**config.mk**
```make
export PLATFORM = sky130hd
export DESIGN_NAME = trace_buffer_flat
export DESIGN_NICKNAME = d
export VERILOG_FILES = /design/src/rtl/trace_if.sv /design/src/rtl/trace_buffer.sv /design/src/flat_wrapper.sv
export SDC_FILE = /design/constraint.sdc
export NUM_CORES = 1
export LEC_CHECK = 0
export BUFFER_PORTS_ARGS = -buffer_cell sky130_fd_sc_hd__buf_4
export CAP_MARGIN = 20
export CORE_MARGIN = 1
export CORE_UTILIZATION = 57
export CTS_CLUSTER_SIZE = 24
export DETAILED_ROUTE_END_ITERATION = 8
export PLACE_DENSITY = 0.75
export SLEW_MARGIN = 20
export SYNTH_ARGS = -nofsm -noshare
export SYNTH_HDL_FRONTEND = slang
export SYNTH_SLANG_ARGS = --single-unit
```
**constraint.sdc**
```tcl
create_clock -name clk -period 16.1 [get_ports clk]
set_input_delay 3.22 -clock clk [delete_from_list [all_inputs] [get_ports clk]]
set_output_delay 3.22 -clock clk [all_outputs]
set_load 0.005 [all_outputs]
```
**src/rtl/trace_if.sv**
```systemverilog
// Word-serial trace stream: one 32-bit word per valid/ready handshake,
// with out_last marking the final word of each 4-word record.
interface trace_if;
    logic        out_valid;
    logic        out_ready;
    logic [31:0] out_data;
    logic        out_last;

    modport master (output out_valid, output out_data, output out_last, input out_ready);
    modport slave  (input out_valid, input out_data, input out_last, output out_ready);
endinterface

```
**src/rtl/trace_buffer.sv**
```systemverilog
// Commit-trace capture FIFO: samples {pc, ins, alures, data} records and
// streams them out one 32-bit word at a time, counting records it must drop.
module trace_buffer #(
    parameter int unsigned DEPTH = 8,
    parameter int unsigned CNT_W = 8
) (
    input  logic                       clk,
    input  logic                       rst_n,
    input  logic                       cap_en,
    input  logic [31:0]                pc_in,
    input  logic [31:0]                ins_in,
    input  logic [31:0]                alures_in,
    input  logic [31:0]                data_in,
    trace_if.master                    trace,
    output logic [$clog2(DEPTH):0]     count,
    output logic                       overflow,
    output logic [CNT_W-1:0]           drop_cnt,
    input  logic                       clr_ovf
);

    localparam int unsigned PW = $clog2(DEPTH);
    localparam int unsigned CW = PW + 1;

    typedef enum logic {EMPTY, STREAM} state_e;

    state_e          state;
    logic [PW-1:0]   wp;
    logic [PW-1:0]   rp;
    logic [1:0]      widx;
    logic [127:0]    mem [DEPTH];

    logic            hs;
    logic            pop;
    logic            room;
    logic            push;
    logic            drop;
    logic [CW-1:0]   cnt_nxt;
    logic [127:0]    head;

    // A pop in the same cycle frees a slot, so a full buffer still accepts.
    always_comb begin
        hs      = trace.out_valid & trace.out_ready;
        pop     = hs & (widx == 2'd3);
        room    = (count < CW'(DEPTH)) | pop;
        push    = cap_en & room;
        drop    = cap_en & ~room;
        cnt_nxt = count;
        if (push && !pop) begin
            cnt_nxt = count + CW'(1);
        end else if (pop && !push) begin
            cnt_nxt = count - CW'(1);
        end
    end

    // Output word decode from registered state and the head record.
    always_comb begin
        head            = mem[rp];
        trace.out_valid = (state == STREAM);
        trace.out_last  = trace.out_valid & (widx == 2'd3);
        case (widx)
            2'd0:    trace.out_data = head[127:96];
            2'd1:    trace.out_data = head[95:64];
            2'd2:    trace.out_data = head[63:32];
            default: trace.out_data = head[31:0];
        endcase
    end

    always_ff @(posedge clk) begin
        if (push) begin
            mem[wp] <= {pc_in, ins_in, alures_in, data_in};
        end
    end

    always_ff @(posedge clk or negedge rst_n) begin
        if (!rst_n) begin
            state    <= EMPTY;
            wp       <= '0;
            rp       <= '0;
            widx     <= 2'd0;
            count    <= '0;
            overflow <= 1'b0;
            drop_cnt <= '0;
        end else begin
            count <= cnt_nxt;
            state <= (cnt_nxt != '0) ? STREAM : EMPTY;
            if (push) begin
                wp <= wp + PW'(1);
            end
            if (hs) begin
                widx <= widx + 2'd1;
            end
            if (pop) begin
                rp <= rp + PW'(1);
            end
            // A drop in the clearing cycle still registers as the first drop.
            if (drop) begin
                overflow <= 1'b1;
                if (clr_ovf) begin
                    drop_cnt <= CNT_W'(1);
                end else if (drop_cnt != '1) begin
                    drop_cnt <= drop_cnt + CNT_W'(1);
                end
            end else if (clr_ovf) begin
                overflow <= 1'b0;
                drop_cnt <= '0;
            end
        end
    end

endmodule
```
**src/flat_wrapper.sv**
```systemverilog
// flat-port wrapper written by rule: the top's interface ports become plain ports
module trace_buffer_flat 
#(
    parameter int unsigned DEPTH = 8,
    parameter int unsigned CNT_W = 8
)
  (clk, rst_n, cap_en, pc_in, ins_in, alures_in, data_in, count, overflow, drop_cnt, clr_ovf, trace_out_valid, trace_out_data, trace_out_last, trace_out_ready);
  trace_if trace_i ();
  input  logic clk;
  input  logic rst_n;
  input  logic cap_en;
  input  logic [31:0] pc_in;
  input  logic [31:0] ins_in;
  input  logic [31:0] alures_in;
  input  logic [31:0] data_in;
  output logic [$clog2(DEPTH):0] count;
  output logic overflow;
  output logic [CNT_W-1:0] drop_cnt;
  input  logic clr_ovf;
  output wire logic [$bits(trace_i.out_valid)-1:0] trace_out_valid;
  output wire logic [$bits(trace_i.out_data)-1:0] trace_out_data;
  output wire logic [$bits(trace_i.out_last)-1:0] trace_out_last;
  input wire logic [$bits(trace_i.out_ready)-1:0] trace_out_ready;
  assign trace_out_valid = trace_i.out_valid;
  assign trace_out_data = trace_i.out_data;
  assign trace_out_last = trace_i.out_last;
  assign trace_i.out_ready = trace_out_ready;
  trace_buffer #(.DEPTH(DEPTH), .CNT_W(CNT_W)) u_core (.clk(clk), .rst_n(rst_n), .cap_en(cap_en), .pc_in(pc_in), .ins_in(ins_in), .alures_in(alures_in), .data_in(data_in), .trace(trace_i), .count(count), .overflow(overflow), .drop_cnt(drop_cnt), .clr_ovf(clr_ovf));
endmodule
```
==> reports/results.ini <==
[outcome]
outcome=finished clean

[setup_path]
worstPathCellList=buf_4, buf_4, mux4_2, nor2b_1, a2111oi_2, a32oi_1, buf_4
slowest_stage=buf_4
worstSetupPathType=flop to output pin
cp_common_cell=buf_4
cp-start-kind=flop
worstPathRequired_ns=12.88
cp.arrival_ns=4.57
path_max_fanout=54
crit_path_end_kind=output pin
crit_path_max_incr_delay_ns=0.84

[yosys]
synth-compound-area-share_pct=2.80
ys_ff_latch=1046
synthArstFlopShare_pct=2.10
muxShareOfSynthArea_pct=15.7
netlist_area_um2=40400
synth_cell_types=45
synth_fa_ha_area_share_pct=0.310
synth_top_family_by_area=multiplexers
seq_area_frac_synth_pct=77.5
synth_xor_area_share_pct=0.260
synth_edf_count=1024
ys.flop_type=edfxtp_1
syn_inst=1860
avgSynthCellArea_um2=21.7
syn_nets=2003
yosys_warnings=0
synthSimpleGateAreaFrac_pct=1.92

[clocking]
numCtsBuffers=100
holdBufCountCts=0
cts_setup_buffers=0
cts_tree=yes
cts_sinks=1046
root_buffer=clkbuf_16
clockBufferDepth=3
clk_transition_reported_paths_ns=0.06
htreeDepth=3
cts_resized=0
clk_latency_ns=0.64

[grt]
grt_pass1_wl_um=131000
use_met1_pct=36.6
track_usage_pct=25.4
met2_usage_pct=40.6
busiest_layer=met2
grt_max_degree=150
antenna_found_initial=17
gr-total-overflow=0
grtUsageMet3_pct=4.63
first_global_vias=19800

[place]
dp.cells=2909
place_ws_ns=8.80
io_buffers=179
routabilityCongestion=0.758
hpwl_um=48200
postPlaceCellArea_um2=42700

[sta]
final-setup-viol-count=0
tightest_slew_ns=1.30
setup_ws_ns=8.31
fin_crit_ns=7.79
hold_ws_ns=0.526
fin_setup_tns_ns=0
relSlewSlack_pct=13.1
finalHoldViolations=0
clock.fmax_mhz=128
slew_violations=0
rsz0062_at_grt=no
clock_skew_ns=0.0197
fin_crit_sh_pct=48.4

[pwr]
powerDensity_nw_per_um2=168
p_leak_uw=0.0148
ir_drop_mv=0.173

[final_layout]
syn2layout_area_growth_pct=13.6
drive_gt1_share_pct=29.3
final_area_um2=45900
final_nets=2214
fin_cells=3093
final_cell_mix=1024 x edfxtp_1, 199 x buf_4, 196 x mux4_2, 130 x mux2i_1, 101 x clkbuf_16
n_fill_cell=4434
final_common_cell=edfxtp_1

[die]
die_x_um=268
start_util_pct=57.7
io_pins=180
design.core.area_um2=70000
floorplan.rows=97
die_h_um=268
die_area_um2=71900

[detailed_routing]
totalWireLength_um=90400
drt-wirelength-per-cell_um=29.2
vias_per_cell=6.37
num_vias=19700
drtAntennaViolNets=0
drt_iter0_markers=1943
detail_route.first_pass.iterations=5
drc_errors=0

[job]
cap_violations=0

[worst_hold_path]
hold_path.class=flop to flop

## power breakdown
part           internal [uW]  switching [uW]
sequential              3160             105
clock                   1320             965
combinational            980            1170
## critical path: cells and delay by family (launching register included)
family | cells | cell delay [ns]
AOI/OAI and AO/OA | 2 | 0.65
and+or+nand+nor | 1 | 0.15
DFF | 1 | 0.82
muxes | 1 | 0.40
buffers and inverters | 3 | 1.82
## synth_stat cells, types with 4 or more instances
library cell  instances  area share, %
buf_1                 5          0.046
inv_1                 9          0.084
a21oi_1              17           0.21
a31oi_1              20           0.31
nor2b_1              24           0.37
nand2b_1              5          0.077
buf_6                14           0.39
a22oi_1              13           0.24
clkbuf_1             24           0.22
o211ai_1              4          0.074
nand2_2               4          0.062
dfrtp_1              22            1.4
nand2_1              43           0.40
a32oi_1              32           0.69
nor3_1               11           0.14
o22ai_1              28           0.43
mux2_2               54            1.5
mux2i_1             130            3.2
nor2_1               53           0.49
buf_4                17           0.32
ha_1                 10           0.31
nor4_1                7           0.11
a2111oi_0             9           0.20
mux4_2              196             11
a2111oi_2            14           0.52
buf_2                37           0.46
xnor2_1              10           0.22
edfxtp_1           1024             76
## per-layer routing
layer	vias up	part of all wire, %
li1	8197	-
met1	10400	40
met2	978	49
met3	158	8.4
met4	18	2.1
met5	-	0.12
## area by class of cell
type	instances	area [um^2]	share of cell area, %
Sequential cell	1046	31300	68.3
Multi-Input combinational cell	708	8520	18.6
Clock buffer	124	2630	5.74
Timing Repair Buffer	206	1630	3.56
Tap cell	940	1180	2.56
Clock inverter	56	553	1.21
Inverter	9	33.8	0.0736
Antenna cell	4	10.0	0.0218
## worst paths after layout
check / start / endpoint / slack, ns / cells past startpoint
setup / recovery: u_core.rp[2]$_DFFE_PN0P_ / trace_out_data[8] / 8.31 / 7
hold / removal: u_core.wp[0]$_DFFE_PN0P_ / u_core.wp[0]$_DFFE_PN0P_ / 0.53 / 1
setup reg to reg: u_core.widx[0]$_DFFE_PN0P_ / u_core.mem[5][51]$_DFFE_PP_ / 11.37 / 7
hold reg to reg: u_core.wp[0]$_DFFE_PN0P_ / u_core.wp[0]$_DFFE_PN0P_ / 0.53 / 1
max in group asynchronous: rst_n / u_core.rp[2]$_DFFE_PN0P_ / 13.36 / 1
min in group asynchronous: rst_n / u_core.drop_cnt[5]$_DFFE_PN0P_ / 2.48 / 1
## flip-flops by register name, indices dropped and copies added (netlist names)
signal / flops
u_core.drop_cnt: 8
u_core.mem: 1024
u_core.trace.out_valid: 1
u_core.wp: 3
u_core.rp: 3
u_core.overflow: 1
u_core.widx: 2
u_core.count: 4
## through the flow
stage          total power [uW]  util [%]
3_5_place_dp               5460      60.9
5_1_grt                    7950      65.5
6_report                   7690      65.5
3_3_place_gp               5430      60.9
4_1_cts                    7730      65.5
2_1_floorplan              4760         -
## cells by family after synthesis
group | Yosys count
AOI/OAI and AO/OA | 144
xor gates and xnor gates | 12
adders and majority gates | 10
buffers and inverters | 106
DFF | 1046
muxes | 380
and+or+nand+nor | 162
(Power assumes the default switching activity.)
